### config.mk
export PLATFORM = sky130hd
export DESIGN_NAME = pc_fetch_sequencer_flat
export DESIGN_NICKNAME = d
export VERILOG_FILES = /design/src/rtl/pc_fetch_sequencer_if.sv /design/src/rtl/pc_fetch_sequencer.sv /design/src/flat_wrapper.sv
export SDC_FILE = /design/constraint.sdc
export NUM_CORES = 1
export LEC_CHECK = 0
export BUFFER_PORTS_ARGS = -buffer_cell sky130_fd_sc_hd__buf_2
export CAP_MARGIN = 25
export CORE_ASPECT_RATIO = 0.6
export CORE_MARGIN = 2
export CORE_UTILIZATION = 56
export CTS_CLUSTER_SIZE = 20
export DETAILED_ROUTE_END_ITERATION = 10
export HOLD_SLACK_MARGIN = 0.15
export PLACE_DENSITY = 0.87
export SLEW_MARGIN = 40
export SYNTH_ARGS = -nofsm -noshare
export SYNTH_HDL_FRONTEND = slang
export SYNTH_SLANG_ARGS = --single-unit
### constraint.sdc
create_clock -name clk -period 6.4 [get_ports clk]
set_clock_uncertainty 0.1 [all_clocks]
set_input_delay 0.96 -clock clk [delete_from_list [all_inputs] [get_ports clk]]
set_output_delay 0.96 -clock clk [all_outputs]
set_load 0.05 [all_outputs]
### src/rtl/pc_fetch_sequencer_if.sv
// pc_fetch_sequencer_if: groups the instruction-memory fetch bus and the
// decode-side presentation/redirect signals of the PC fetch sequencer.
//
// Handshakes:
//   imem side   - imem_req is held high with imem_addr stable until a cycle
//                 in which imem_ack is also high; that edge completes the
//                 fetch and imem_rdata is taken. imem_ack with imem_req low
//                 carries no meaning.
//   decode side - instr_valid acts as valid and !stall as ready; an
//                 instruction is consumed on an edge where
//                 instr_valid && !stall. Redirect inputs are meaningful only
//                 in that cycle.
interface pc_fetch_sequencer_if;
  logic        imem_req;
  logic [31:0] imem_addr;
  logic        imem_ack;
  logic [31:0] imem_rdata;
  logic        instr_valid;
  logic [31:0] instr;
  logic [31:0] instr_pc;
  logic        stall;
  logic        jump;
  logic [25:0] jump_index;
  logic        branch;
  logic [15:0] branch_offset;
  logic        jr;
  logic [31:0] jr_target;
  logic        misalign;
  // Debug view of the fetch FSM: 0 = FETCH, 1 = PRESENT.
  logic        fsm_state;

  modport master (
    output imem_req, imem_addr, instr_valid, instr, instr_pc, misalign,
           fsm_state,
    input  imem_ack, imem_rdata, stall, jump, jump_index, branch,
           branch_offset, jr, jr_target
  );

  modport slave (
    input  imem_req, imem_addr, instr_valid, instr, instr_pc, misalign,
           fsm_state,
    output imem_ack, imem_rdata, stall, jump, jump_index, branch,
           branch_offset, jr, jr_target
  );
endinterface

### src/rtl/pc_fetch_sequencer.sv
// pc_fetch_sequencer: owns the PC, issues one instruction fetch at a time
// over a req/ack bus and presents each fetched word to decode. Next-PC is
// built here from sequential, branch, jump-index and jump-register sources.
//
// Optional feature macro: PC_DELAY_SLOT_EN -- MIPS branch delay slot. A
// redirect taken on one instruction is parked in a pending register and
// applied when the following (slot) instruction is consumed.
module pc_fetch_sequencer #(
  parameter logic [31:0] RESET_PC = 32'h0000_0000
) (
  input logic           clk,
  input logic           rst_n,
  pc_fetch_sequencer_if.master bus
);

  typedef enum logic {
    FETCH   = 1'b0,
    PRESENT = 1'b1
  } state_t;

  state_t      state;
  logic [31:0] pc;
  logic        req_q;
  logic        valid_q;
  logic [31:0] instr_q;
  logic [31:0] instr_pc_q;
  logic        misalign_q;

`ifdef PC_DELAY_SLOT_EN
  logic        pend_valid;
  logic [31:0] pend_target;
  logic        redirect_any;
`endif

  logic [31:0] pc4;
  logic [31:0] br_target;
  logic [31:0] j_target;
  logic [31:0] jr_addr;
  logic [31:0] redirect_target;
  logic [31:0] next_pc;
  logic        accept;
  logic        consume;
  logic        misalign_set;

  // Candidate targets and the selected next-PC for the presented instruction.
  always_comb begin
    pc4       = instr_pc_q + 32'd4;
    br_target = pc4 + {{14{bus.branch_offset[15]}}, bus.branch_offset, 2'b00};
    j_target  = {pc4[31:28], bus.jump_index, 2'b00};
    jr_addr   = {bus.jr_target[31:2], 2'b00};

    if (bus.jr)          redirect_target = jr_addr;
    else if (bus.jump)   redirect_target = j_target;
    else if (bus.branch) redirect_target = br_target;
    else                 redirect_target = pc4;

    accept  = (state == FETCH) && req_q && bus.imem_ack;
    consume = (state == PRESENT) && valid_q && !bus.stall;

`ifdef PC_DELAY_SLOT_EN
    redirect_any = bus.jr || bus.jump || bus.branch;
    // The slot instruction ignores its own redirect inputs and takes the
    // parked target; otherwise any redirect is parked and P+4 is fetched.
    if (pend_valid) begin
      next_pc      = pend_target;
      misalign_set = 1'b0;
    end else begin
      next_pc      = pc4;
      misalign_set = bus.jr && (bus.jr_target[1:0] != 2'b00);
    end
`else
    next_pc      = redirect_target;
    misalign_set = bus.jr && (bus.jr_target[1:0] != 2'b00);
`endif
  end

  // Fetch/present FSM with all outputs registered.
  always_ff @(posedge clk or negedge rst_n) begin
    if (!rst_n) begin
      state      <= FETCH;
      pc         <= RESET_PC;
      req_q      <= 1'b0;
      valid_q    <= 1'b0;
      instr_q    <= 32'h0;
      instr_pc_q <= 32'h0;
      misalign_q <= 1'b0;
`ifdef PC_DELAY_SLOT_EN
      pend_valid  <= 1'b0;
      pend_target <= 32'h0;
`endif
    end else begin
      misalign_q <= 1'b0;
      case (state)
        FETCH: begin
          if (accept) begin
            instr_q    <= bus.imem_rdata;
            instr_pc_q <= pc;
            valid_q    <= 1'b1;
            req_q      <= 1'b0;
            state      <= PRESENT;
          end else begin
            // Covers the first cycle after reset, where req is still low.
            req_q <= 1'b1;
          end
        end
        PRESENT: begin
          if (consume) begin
            pc         <= next_pc;
            valid_q    <= 1'b0;
            req_q      <= 1'b1;
            misalign_q <= misalign_set;
            state      <= FETCH;
`ifdef PC_DELAY_SLOT_EN
            if (pend_valid) begin
              pend_valid <= 1'b0;
            end else if (redirect_any) begin
              pend_valid  <= 1'b1;
              pend_target <= redirect_target;
            end
`endif
          end
        end
        default: state <= FETCH;
      endcase
    end
  end

  assign bus.imem_req    = req_q;
  assign bus.imem_addr   = pc;
  assign bus.instr_valid = valid_q;
  assign bus.instr       = instr_q;
  assign bus.instr_pc    = instr_pc_q;
  assign bus.misalign    = misalign_q;
  assign bus.fsm_state   = state;

endmodule

### src/flat_wrapper.sv
// flat-port wrapper written by rule: the top's interface ports become plain ports
module pc_fetch_sequencer_flat 
#(
  parameter logic [31:0] RESET_PC = 32'h0000_0000
)
  (clk, rst_n, bus_imem_req, bus_imem_addr, bus_instr_valid, bus_instr, bus_instr_pc, bus_misalign, bus_fsm_state, bus_imem_ack, bus_imem_rdata, bus_stall, bus_jump, bus_jump_index, bus_branch, bus_branch_offset, bus_jr, bus_jr_target);
  pc_fetch_sequencer_if bus_i ();
  input logic clk;
  input logic rst_n;
  output wire logic [$bits(bus_i.imem_req)-1:0] bus_imem_req;
  output wire logic [$bits(bus_i.imem_addr)-1:0] bus_imem_addr;
  output wire logic [$bits(bus_i.instr_valid)-1:0] bus_instr_valid;
  output wire logic [$bits(bus_i.instr)-1:0] bus_instr;
  output wire logic [$bits(bus_i.instr_pc)-1:0] bus_instr_pc;
  output wire logic [$bits(bus_i.misalign)-1:0] bus_misalign;
  output wire logic [$bits(bus_i.fsm_state)-1:0] bus_fsm_state;
  input wire logic [$bits(bus_i.imem_ack)-1:0] bus_imem_ack;
  input wire logic [$bits(bus_i.imem_rdata)-1:0] bus_imem_rdata;
  input wire logic [$bits(bus_i.stall)-1:0] bus_stall;
  input wire logic [$bits(bus_i.jump)-1:0] bus_jump;
  input wire logic [$bits(bus_i.jump_index)-1:0] bus_jump_index;
  input wire logic [$bits(bus_i.branch)-1:0] bus_branch;
  input wire logic [$bits(bus_i.branch_offset)-1:0] bus_branch_offset;
  input wire logic [$bits(bus_i.jr)-1:0] bus_jr;
  input wire logic [$bits(bus_i.jr_target)-1:0] bus_jr_target;
  assign bus_imem_req = bus_i.imem_req;
  assign bus_imem_addr = bus_i.imem_addr;
  assign bus_instr_valid = bus_i.instr_valid;
  assign bus_instr = bus_i.instr;
  assign bus_instr_pc = bus_i.instr_pc;
  assign bus_misalign = bus_i.misalign;
  assign bus_fsm_state = bus_i.fsm_state;
  assign bus_i.imem_ack = bus_imem_ack;
  assign bus_i.imem_rdata = bus_imem_rdata;
  assign bus_i.stall = bus_stall;
  assign bus_i.jump = bus_jump;
  assign bus_i.jump_index = bus_jump_index;
  assign bus_i.branch = bus_branch;
  assign bus_i.branch_offset = bus_branch_offset;
  assign bus_i.jr = bus_jr;
  assign bus_i.jr_target = bus_jr_target;
  pc_fetch_sequencer #(.RESET_PC(RESET_PC)) u_core (.clk(clk), .rst_n(rst_n), .bus(bus_i));
endmodule
Word level (Yosys, flattened, before mapping)
Index checks and enable logic that the tools add are counted.

storage, ports and cells
  flip-flop bits (word level) = 100
  word-level logic and storage cells = 36

operators by class
  add/sub/neg operators = 2
  eq/ne operators = 2
  multiplexer cells = 14
  bitwise operators = 1
  reductions and logical operators = 10

operator list
  operator                                                                  number
  32-bit two-way mux                                                        3
  32-bit by 3-bit adder with 32-bit output (second input constant)          1
  32-bit adder                                                              1
  1-bit two-way mux                                                         8
  1-bit case mux with 2 select lines                                        3
  2-bit AND reduction                                                       3
  1-bit logical AND                                                         5
  2-bit by 1-bit inequality test with 1-bit output (second input constant)  1
  2-bit inequality test (second input constant)                             1
  2-bit nonzero test                                                        1
  1-bit logical NOT                                                         1
  1-bit inverter                                                            1

Depth between registers and ports, before layout
Gate-level depths: netlist (run 1).

  word-level depth = 5
  mapped depth = 15
  mapped depth without buffers = 14

Worst setup path after synthesis (run 1)
OpenSTA, ideal clock, no wires.

  kind = register to register
  start point = reg u_core.instr_pc_q[4], in the netlist u_core.bus.instr_pc[4]
  end point = reg u_core.pc[23], in the netlist u_core.bus.imem_addr[23]
  library setup time = 0.076 ns
  arrival = 3.484 ns
  required time = 6.224 ns
  path slack = 2.739 ns
  cell stages (with the launch flop) = 15
  clock period less this slack = 3.661 ns
  cell sequence = dfrtp_1 > and4_1 > and2_0 > and3_1 > nand2_1 > xnor2_1 > ha_1 > clkdlybuf4s15_1 > nand2_1 > or4_4 > a21oi_2 > nor2_2 > xor2_1 > o211a_1 > o21ai_1

on the way
  longest elaborated chain between the ends = 5

RTL lines
  what                                        line                       RTL
  start, declared                             pc_fetch_sequencer.sv:26   logic [31:0] instr_pc_q;
  start signal, assigned                      pc_fetch_sequencer.sv:97   instr_pc_q <= pc;
  32-bit by 3-bit adder with 32-bit output *  pc_fetch_sequencer.sv:47   pc4 = instr_pc_q + 32'd4;
  32-bit adder                                pc_fetch_sequencer.sv:48   br_target = pc4 + {{14{bus.branch_offset[15]}}, bus.branch_offset, 2'b00};
  32-bit two-way mux *                        pc_fetch_sequencer.sv:54   else if (bus.branch) redirect_target = br_target;
  32-bit two-way mux *                        pc_fetch_sequencer.sv:53   else if (bus.jump) redirect_target = j_target;
  32-bit two-way mux *                        pc_fetch_sequencer.sv:52   if (bus.jr) redirect_target = jr_addr;
  end signal, assigned                        pc_fetch_sequencer.sv:108  pc <= next_pc;
  end, declared                               pc_fetch_sequencer.sv:22   logic [31:0] pc;

Every way passes the cells marked *; elsewhere a longest branch is shown, timed or not.
A chain may end at the register's enable or synchronous reset.

Final worst setup path (run 1)
  start point = reg u_core.instr_pc_q[4], in the netlist u_core.bus.instr_pc[4]
  end point = reg u_core.pc[20], in the netlist u_core.bus.imem_addr[20]

The elaborated chain is that of the path after synthesis.

==> results.py, run 1 <==
metrics = {
    "drt": {
        "via_per_inst": 6.18,
        "num_vias": 6574,
        "drt_pass1_iterations": 6,
        "routedWlPerCell_um": 20.8,
        "routed_wl_um": 22100,
        "first_iter_violations": 859,
        "antenna_left": 0,
        "drc_errors": 0,
    },
    "global_route": {
        "overflow": 0,
        "grt_pass1_wl_um": 32700,
        "grt_pass1_vias": 5956,
        "antenna_found_initial": 0,
        "grt_start_max_net_pins": 46,
        "grt_use_total_pct": 33.7,
    },
    "worst_setup_path": {
        "cp-end-kind": "flop",
        "rrSetupSlack_ps": 2430,
        "timing.rr.end": "u_core.bus.imem_addr[20]",
        "cp.required_ps": 6520,
        "rr_worst_depth": 12,
        "cp.arrival_ps": 4090,
        "startpoint": "u_core.bus.instr_pc[4]",
        "start_kind": "flop",
        "critPathKind": "flop to flop",
        "rr_startpoint": "u_core.bus.instr_pc[4]",
        "critPathMaxFanout": 7,
    },
    "floorplan": {
        "core-area_um2": 11400,
        "row_count": 30,
        "die_x_um": 145,
        "die_area_um2": 12800,
        "dieHeight_um": 88.5,
        "initial_core_util_pct": 58.2,
        "num_io_pins": 213,
    },
    "clock_network": {
        "cts_buffers": 9,
        "cts_tree": "done",
        "hold_buffers": 0,
        "clock_latency_ps": 350,
        "clk_pin_slew_ps": 70,
        "root_buffer": "clkbuf_16",
        "cts_max_path_buffers": 2,
        "htreeDepth": 3,
        "clock_sinks": 100,
        "cts_resized": 0,
        "cts_setup_buffers": 0,
    },
    "placed_design": {
        "gp_congestion": 1.17,
        "numPortBuffers": 212,
        "pre_cts_slack_ps": 2580,
        "dpl.hpwl_um": 16800,
    },
    "synth": {
        "yosys_warnings": 0,
        "synthesis.nets": 850,
        "synth_top_flop_cell": "dfrtp_1",
        "synth_top_area_cell": "dfrtp_1",
        "ys_ff_latch": 100,
        "synth_area_leaders": "dfrtp_1 (38%), mux2_2 (11%), ha_1 (7.0%)",
        "yosys.area.top_type_share_pct": 37.6,
        "synth-edff-count": 0,
        "synth-async-reset-ratio_pct": 100,
        "syn_inst": 699,
        "syn_avg_cell_area_um2": 9.53,
        "yosysSeqAreaShare_pct": 37.6,
        "syn_area_um2": 6660,
        "synth_cell_types": 66,
    },
    "sta": {
        "setup_slack_ps": 2430,
        "relSlewSlack_pct": 48.0,
        "finalCriticalPeriod_ps": 3970,
        "fin_crit_sh_pct": 62.1,
        "finalSetupTns_ps": 0,
        "setup_viol": 0,
        "whs_ps": 403,
        "max_freq_mhz": 252,
        "worst_pin_slew_ps": 780,
        "final-max-slew-violation-count": 0,
        "rsz0062_at_grt": "no",
        "finalHoldViolCount": 0,
    },
    "power_and_ir_drop": {
        "p_comb_share_pct": 62.7,
        "p_seq_share_pct": 25.4,
        "ir_drop_v": 0.000277,
        "p_sw_share_pct": 55.0,
        "switchingPower_mw": 2.62,
        "internal-power_mw": 2.14,
        "power_density_nw_per_um2": 586,
        "clockPowerShare_pct": 11.9,
        "power.leakage_nw": 3.93,
        "p_total_mw": 4.77,
    },
    "finish": {
        "drive_above_1_share_pct": 35.4,
        "area_growth_pct": 22.2,
        "nets": 1049,
        "utilization_pct": 71.1,
    },
    "hold_path": {
        "hp-class": "flop to flop",
        "min-delay-start": "u_core.bus.instr[6]",
        "hold_path_depth": 1,
        "hold_end": "u_core.bus.instr[6]",
    },
    "outcome": {
        "status": "complete, no violations",
    },
    "flow_run": {
        "maxCapViolCount": 0,
    },
}
-- synth_stat cells (all sizes together) (7+ instances only) --
cell type    n
a21oi       64
nand2       76
and3        22
nand3       16
xor2        13
xnor2       37
buf          8
o21ai       50
nand4       16
mux2        64
dfrtp      100
a211oi      11
and2         8
o22ai        7
ha          37
clkbuf      21
nor2        39
a21o         7
inv         13
-- kinds of logic (layout without fill, tap and decap cells) --
| kind of cell | Yosys count | after routing | synth area share, % |
|---|---|---|---|
| AO/OA/AOI/OAI | 201 | 201 | 19.7 |
| AND/OR/NAND/NOR | 197 | 197 | 14.2 |
| flip-flops | 100 | 100 | 37.6 |
| multiplexers | 69 | 69 | 11.6 |
| XOR/XNOR | 50 | 50 | 6.58 |
| buffers and inverters | 44 | 247 | 3.08 |
| adder cells (fa/ha/maj) | 38 | 38 | 7.25 |
| other | 0 | 1 | 0 |
-- cell type report --
type | instances | area, µm²
multi-input combinational | 555 | 3950
fill | 864 | 3310
sequential | 100 | 2500
timing repair buffer | 218 | 1120
clock buffer | 9 | 225
tap | 160 | 200
clock inverter | 6 | 78.8
inverter | 14 | 52.6
antenna | 1 | 2.50
-- per-layer routing --
metal | share of wire (%) | up-vias | global-route usage (%)
met5 | 0 | - | 0
met4 | 2.6 | 0 | 9.18
met3 | 14 | 57 | 11.1
met1 | 43 | 3072 | 50.2
met2 | 41 | 474 | 46.9
li1 | - | 2971 | -
-- cell usage in the layout, fill, tap and decap left out, types with 6 or more instances in the layout --
cell type	count
a211oi_1	10
a21oi_1	60
and2_1	6
and3_1	21
buf_2	211
buf_4	6
clkbuf_16	9
dfrtp_1	100
ha_1	37
inv_1	13
mux2_2	64
nand2_1	76
nand3_1	16
nand4_1	16
nor2_1	37
nor3_1	6
o211ai_1	6
o21ai_0	46
o22ai_1	7
xnor2_1	37
xor2_1	13
-- metrics by stage --
stage | area, µm² | instances
floorplan | 6660 | 699
CTS | 8130 | 1062
detailed placement | 7830 | 1047
global placement | 7810 | 1046
global route | 8130 | 1062
finish | 8140 | 1063
-- state kept, by name (all words and copies together), names as in the netlist --
signal,flops
u_core.bus.imem_req,1
u_core.bus.instr,32
u_core.bus.misalign,1
u_core.bus.fsm_state,1
u_core.bus.instr_valid,1
u_core.bus.imem_addr,32
u_core.bus.instr_pc,32
-- worst max-delay path, stage by stage, from the launching register on --
cell      delay (ps)
dfrtp_1          460
and4_1           330
and3_1           250
and3_1           180
xor2_1           400
ha_1             340
a21oi_1          300
o21a_1           180
o31ai_2           90
a221oi_2         430
xnor2_1          130
a211oi_1         480
o311ai_1         160
-- worst max path at each step --
stage	slack, ps	endpoint
finish	2430	u_core.bus.imem_addr[20]
global route	2270	u_core.bus.imem_addr[20]
CTS	2600	u_core.bus.imem_addr[23]
detailed placement	2580	u_core.bus.imem_addr[20]
global placement	2670	u_core.bus.imem_addr[20]
floorplan	2740	u_core.bus.imem_addr[23]
-- power groups by stage --
stage                     clock network (mW)  registers (mW)  logic (mW)
after floorplan                            0            2.13        1.23
after global placement                     0            1.18        2.90
after detailed placement                   0            1.20        2.93
after CTS                              0.572            1.19        2.94
after global routing                   0.602            1.24        3.16
final                                  0.568            1.21        2.99
No activity file was read; power rests on OpenSTA's default activity.
==> inputs of run 2 (changes only) <==
--- a/config.mk
+++ b/config.mk
@@ -9,11 +9,11 @@
 export CAP_MARGIN = 25
 export CORE_ASPECT_RATIO = 0.6
 export CORE_MARGIN = 2
-export CORE_UTILIZATION = 56
+export CORE_UTILIZATION = 47
 export CTS_CLUSTER_SIZE = 20
 export DETAILED_ROUTE_END_ITERATION = 10
 export HOLD_SLACK_MARGIN = 0.15
-export PLACE_DENSITY = 0.87
+export PLACE_DENSITY = 0.78
 export SLEW_MARGIN = 40
 export SYNTH_ARGS = -nofsm -noshare
 export SYNTH_HDL_FRONTEND = slang
==> constraint.sdc (replaced) <==
create_clock -name clk -period 3.4 [get_ports clk]
set_clock_uncertainty 0.1 [all_clocks]
set_input_delay 0.51 -clock clk [delete_from_list [all_inputs] [get_ports clk]]
set_output_delay 0.51 -clock clk [all_outputs]
set_load 0.05 [all_outputs]
==> run 2 against run 1 <==
  * The run now ends with setup timing left
  * Clock power is 78% higher
  * Cell area increased by 16%
  * Sequential power is 84% higher
  * Non-clock buffer count grew 93
  * Worst setup slack got worse by 2500 ps
  * Register-to-register slack got worse by 2500 ps
  * Via count rose by 8.6%
  * Cell count grew 12%
  * Critical path type unchanged
==> results.py, run 2 (synthesized netlist as in run 1, its figures left out) <==
metrics = {
    "outcome": {
        "status": "finished with violations",
        "violations": "setup timing",
    },
    "sta": {
        "worst_pin_slew_ps": 742,
        "finalHoldViolCount": 0,
        "relSlewSlack_pct": 50.5,
        "finalSetupTns_ps": -107,
        "rsz0062_at_grt": "yes",
        "max_freq_mhz": 290,
        "final-max-slew-violation-count": 0,
        "finalCriticalPeriod_ps": 3450,
        "fin_crit_sh_pct": 102,
        "setup_slack_ps": -52.1,
        "setup_viol": 4,
    },
    "finish": {
        "final_cell_mix": "buf_2 (211), buf_4 (97), dfrtp_1 (85)",
        "drive_above_1_share_pct": 49.4,
        "multi_input_area_um2": 4490,
        "seqCellArea_um2": 2520,
        "final_common_cell": "buf_2",
        "finalInstanceArea_um2": 9420,
        "area_growth_pct": 41.4,
        "antennaDiodeCount": 0,
        "nets": 1142,
        "fillers": 1047,
    },
    "clock_network": {
        "cts_tree": "done",
        "htreeDepth": 3,
        "clock_sinks": 100,
        "cts_buffers": 9,
        "clock_latency_ps": 350,
        "cts_max_path_buffers": 2,
        "clk_pin_slew_ps": 80,
        "root_buffer": "clkbuf_16",
    },
    "power_and_ir_drop": {
        "power.leakage_nw": 4.45,
        "p_sw_share_pct": 53.3,
        "clockPowerShare_pct": 10.1,
        "internal-power_mw": 4.68,
        "p_comb_share_pct": 67.6,
        "ir_drop_v": 0.000512,
        "p_seq_share_pct": 22.3,
        "switchingPower_mw": 5.34,
        "p_total_mw": 10.0,
        "power_density_nw_per_um2": 1060,
    },
    "worst_setup_path": {
        "critPathKind": "flop to flop",
        "start_kind": "flop",
        "slowest_stage": "dfrtp_1",
        "crit_family": "compound AO/OA/AOI/OAI gates",
        "worstPathCellList": "nand4_1 -> nor3_1 -> buf_4 -> nand2_1 -> xnor2_1 -> ha_1 -> a21oi_2 -> o21ai_0 -> a21oi_1 -> o21ai_0 -> a31oi_1 -> o21ai_1 -> a2bb2oi_1",
        "rrSetupSlack_ps": -50,
        "path_buf_inv": 1,
        "crit_top_cell": "o21ai_0",
        "cp.required_ps": 3540,
        "cp.arrival_ps": 3590,
        "critPathMaxFanout": 8,
        "cpPeakStageDelay_ps": 520,
        "cp-end-kind": "flop",
    },
    "global_route": {
        "antenna_found_initial": 0,
        "overflow": 0,
        "grt_start_max_net_pins": 71,
        "grt_use_total_pct": 30.8,
        "grt_pass1_vias": 6220,
        "grt_pass1_wl_um": 34800,
    },
    "hold_path": {
        "hp-class": "input port to flop",
    },
    "floorplan": {
        "initial_core_util_pct": 48.4,
        "die_x_um": 158,
        "dieHeight_um": 96.2,
        "row_count": 33,
        "die_area_um2": 15200,
        "core-area_um2": 13700,
        "num_io_pins": 213,
    },
    "drt": {
        "antenna_left": 0,
        "routed_wl_um": 25300,
        "routedWlPerCell_um": 21.3,
        "drc_errors": 0,
        "via_per_inst": 6.01,
        "num_vias": 7139,
        "first_iter_violations": 772,
        "drt_pass1_iterations": 5,
    },
    "placed_design": {
        "numPortBuffers": 212,
        "gp_congestion": 1.06,
        "placed_area_um2": 8470,
        "pre_cts_slack_ps": -110,
        "dpl.hpwl_um": 18200,
    },
    "flow_run": {
        "maxCapViolCount": 0,
    },
}
==> run 2: cell types whose count changed in the layout (fill, tap and decap cells not counted), moves of 6 or more <==
cell     change
and3_1       -6
buf_4       +91
xnor2_1     -12
ha_4        +14
and3_4       +6
dfrtp_1     -15
xnor2_2      +8
a21oi_1      -9
a21oi_2      +8
dfrtp_2     +15
ha_1        -17
==> run 2: path summary, 6_finish.rpt <==
kind,start,to,cells after the start
worst max register to register,u_core.bus.instr_pc[19],u_core.bus.imem_addr[31],13
worst min-delay path,bus_imem_rdata[31],u_core.bus.instr[31],2
max in group asynchronous,rst_n,u_core.bus.instr[19],4
worst max-delay path,u_core.bus.instr_pc[19],u_core.bus.imem_addr[31],13
worst min register to register,u_core.bus.imem_addr[3],u_core.bus.imem_addr[3],2
min in group asynchronous,rst_n,u_core.bus.imem_addr[21],2
==> run 2: layout make-up <==
| type | count | area share, % |
|---|---|---|
| flip-flops and latches | 100 | 26.8 |
| clock inverters | 7 | 0.704 |
| repair buffers | 311 | 19.3 |
| well taps | 192 | 2.55 |
| inverters | 14 | 0.558 |
| multi-input cells | 555 | 47.7 |
| clock buffers | 9 | 2.39 |
==> run 2: layer usage <==
metal	track usage [%]	wire length (µm)	part of all wire (%)	vias up
met4	8.79	857	3.4	0
met5	0	0	0	-
met2	43.0	10600	42	513
met3	11.2	3610	14	85
met1	44.5	10300	41	3380
li1	-	-	-	3161
==> run 2: timing repair <==
item / 4_1_cts / 5_1_grt
buffers inserted: 1 / 12
gates resized for setup: 15 / 75
endpoints found under the hold margin: 68 / 0
hold buffers: 1 / 0
setup endpoints to repair: 10 / 18
pin swaps: 2 / 30
==> run 2: power by group through the flow <==
stage	Clock (mW)	Sequential, mW	Combinational (mW)
detailed placement	0	2.20	6.07
finish	1.01	2.23	6.77
CTS	1.02	2.18	6.17
global placement	0	2.17	6.03
global route	1.07	2.29	7.12
floorplan	0	4.03	2.32
==> run 2: worst register-to-register path: stages, from the launching register on <==
cell and delay [ps]:
dfrtp_1 520, nand4_1 200, nor3_1 380, buf_4 190, nand2_1 60, xnor2_1 280
ha_1 410, a21oi_2 290, o21ai_0 230, a21oi_1 210, o21ai_0 100, a31oi_1 150
o21ai_1 80, a2bb2oi_1 140
==> run 2: stage by stage <==
stage               instances  utilization, %  hold slack [ps]
global placement         1158            61.6              378
finish                   1188            68.5              285
CTS                      1176            64.6              277
global route             1188            68.5              279
detailed placement       1158            61.6              387
floorplan                 699               -              114
==> inputs of run 3 (changes only) <==
--- a/config.mk
+++ b/config.mk
@@ -5,15 +5,16 @@
 export SDC_FILE = /design/constraint.sdc
 export NUM_CORES = 1
 export LEC_CHECK = 0
+export ABC_AREA = 1
 export BUFFER_PORTS_ARGS = -buffer_cell sky130_fd_sc_hd__buf_2
 export CAP_MARGIN = 25
 export CORE_ASPECT_RATIO = 0.6
 export CORE_MARGIN = 2
-export CORE_UTILIZATION = 47
+export CORE_UTILIZATION = 48
 export CTS_CLUSTER_SIZE = 20
 export DETAILED_ROUTE_END_ITERATION = 10
 export HOLD_SLACK_MARGIN = 0.15
-export PLACE_DENSITY = 0.78
+export PLACE_DENSITY = 0.77
 export SLEW_MARGIN = 40
 export SYNTH_ARGS = -nofsm -noshare
 export SYNTH_HDL_FRONTEND = slang
==> run 3 against run 2 <==
  * The flow now finishes without violations
  * Combinational power down 6.5%
  * Critical path depth grew 5
  * Sequential share of layout area rose by 0.11 points
  * Sequential cell count unchanged
  * Maximum frequency up 7.4%
  * Clock-buffer cell count stayed put
  * First-iteration DRC count up 26%
  * Area after synthesis is 13% higher
  * Die area is 11% higher
  * Global-route usage is 1.3 points higher
  * Register-to-register slack better by 240 ps
  * Clock power about the same
==> results.py, run 3 <==
metrics = {
    "global_route": {
        "overflow": 0,
        "grt_use_total_pct": 32.1,
        "grt_pass1_vias": 7444,
        "grt_pass1_wl_um": 41600,
        "grt_start_max_net_pins": 75,
        "antenna_found_initial": 0,
    },
    "synth": {
        "yosys.area.top_type_share_pct": 33.1,
        "yosysSeqAreaShare_pct": 33.1,
        "yosys_warnings": 0,
        "synth_cell_types": 38,
        "ys_ff_latch": 100,
        "syn_inst": 1194,
        "synth_top_flop_cell": "dfrtp_1",
        "synth_top_area_cell": "dfrtp_1",
        "synth-edff-count": 0,
        "synthTopCellsByCount": "nand2_1 (484), inv_1 (155), nor2_1 (110)",
        "synthesis.nets": 1345,
        "synth-async-reset-ratio_pct": 100,
        "syn_avg_cell_area_um2": 6.33,
        "synth_area_leaders": "dfrtp_1 (33%), nand2_1 (24%), inv_1 (7.7%)",
        "synth_most_common_cell": "nand2_1",
        "syn_area_um2": 7550,
    },
    "clock_network": {
        "clock_latency_ps": 350,
        "cts_tree": "done",
        "clock_sinks": 100,
        "clk_pin_slew_ps": 80,
        "cts_buffers": 9,
        "cts_max_path_buffers": 2,
        "htreeDepth": 3,
        "root_buffer": "clkbuf_16",
    },
    "floorplan": {
        "die_area_um2": 16800,
        "initial_core_util_pct": 49.1,
        "dieHeight_um": 101,
        "die_x_um": 166,
        "num_io_pins": 213,
        "core-area_um2": 15400,
        "row_count": 35,
    },
    "sta": {
        "max_freq_mhz": 311,
        "relSlewSlack_pct": 54.4,
        "finalCriticalPeriod_ps": 3210,
        "setup_slack_ps": 185,
        "fin_crit_sh_pct": 94.6,
        "finalHoldViolCount": 0,
        "worst_pin_slew_ps": 684,
        "final-max-slew-violation-count": 0,
        "setup_viol": 0,
    },
    "placed_design": {
        "dpl.hpwl_um": 21700,
        "gp_congestion": 1.05,
        "numPortBuffers": 212,
        "pre_cts_slack_ps": -59.8,
    },
    "worst_setup_path": {
        "critPathKind": "flop to flop",
        "cp-end-kind": "flop",
        "start_kind": "flop",
        "cp.required_ps": 3520,
        "critPathMaxFanout": 5,
        "rrSetupSlack_ps": 190,
        "cp.arrival_ps": 3330,
    },
    "finish": {
        "antennaDiodeCount": 0,
        "area_growth_pct": 23.5,
        "nets": 1564,
        "drive_above_1_share_pct": 21.1,
        "final_cell_mix": "nand2_1 (483), buf_2 (211), inv_1 (154)",
        "final_common_cell": "nand2_1",
        "fillers": 1476,
    },
    "power_and_ir_drop": {
        "power.leakage_nw": 5.35,
        "p_total_mw": 9.66,
        "ir_drop_v": 0.000758,
        "power_density_nw_per_um2": 1040,
    },
    "drt": {
        "antenna_left": 0,
        "first_iter_violations": 973,
        "via_per_inst": 5.24,
        "drt_pass1_iterations": 8,
        "routed_wl_um": 27300,
        "routedWlPerCell_um": 16.9,
        "num_vias": 8487,
        "drc_errors": 0,
    },
    "flow_run": {
        "maxCapViolCount": 0,
    },
    "hold_path": {
        "hp-class": "input port to flop",
    },
    "outcome": {
        "status": "complete, no violations",
    },
}
-- run 3: repair_timing --
item                                    4_1_cts  5_1_grt
setup buffers                                 0        5
endpoints found under the setup margin        5       12
hold buffers                                  1        0
hold endpoints to repair                     48        0
pin swaps                                     0        2
resized for setup                             2       19
-- run 3: logic make-up after synthesis --
| group | count (synthesis) | share of synthesized area [%] |
|---|---|---|
| and+or+nand+nor | 711 | 38.4 |
| xor gates and xnor gates | 18 | 2.09 |
| buffers and inverters | 188 | 9.56 |
| AOI/OAI and AO/OA | 139 | 10.4 |
| adders and majority gates | 38 | 6.39 |
| DFF | 100 | 33.1 |
-- run 3: power by group --
group | internal, mW | switching, mW | total, mW
sequential | 1.75 | 0.553 | 2.30
combinational | 1.64 | 4.69 | 6.33
clock | 0.517 | 0.511 | 1.03
-- run 3: routing by layer --
metal / GRT usage [%] / up-vias / wire (µm)
met3: 6.25 / 22 / 3220
met1: 50.4 / 3791 / 12900
li1: - / 4188 / -
met2: 46.3 / 486 / 10900
met4: 5.22 / 0 / 310
met5: 0 / - / 0
-- run 3: critical path, stage by stage (launching register included) --
cell and delay, ps:
dfrtp_1 450, nand2_2 120, nor2_2 160, nand2_1 100, nor2_2 190, xor2_1 310, inv_1 80, ha_1 340
nand2_1 90, nand2_1 130, a21oi_1 250, nand3_1 110, buf_4 180, nand2_1 80, nand2_1 50, nand2_1 60
nand3_1 110, nand3_1 110, a21oi_1 70
-- run 3: cell type report --
cell class | instances | area, µm² | share of cell area (%)
Inverter | 158 | 596 | 6.38
Clock buffer | 9 | 225 | 2.41
Sequential cell | 100 | 2510 | 26.9
Multi-Input combinational cell | 906 | 4400 | 47.2
Tap cell | 203 | 254 | 2.72
Timing Repair Buffer | 238 | 1270 | 13.7
Clock inverter | 7 | 68.8 | 0.738
-- run 3: final timing paths --
kind | endpoint | cells past startpoint | start
max | u_core.bus.imem_addr[16] | 18 | u_core.bus.instr_pc[4]
min | u_core.bus.instr[24] | 3 | bus_imem_rdata[24]
max reg2reg | u_core.bus.imem_addr[16] | 18 | u_core.bus.instr_pc[4]
min reg2reg | u_core.bus.instr[3] | 2 | u_core.bus.instr[3]
max in group asynchronous | u_core.bus.instr_pc[2] | 3 | rst_n
min in group asynchronous | u_core.bus.instr[30] | 2 | rst_n
-- run 3: through the flow --
stage	cells	TNS, ps	cell area [µm²]	utilization, %	hold slack [ps]
after detailed placement	1599	-81.5	8910	58.0	361
after floorplan	1194	0	7550	-	114
final	1621	0	9330	60.7	243
after CTS	1616	0	9220	60.0	234
after global routing	1621	-0.819	9330	60.7	242
after global placement	1599	0	8910	58.0	358
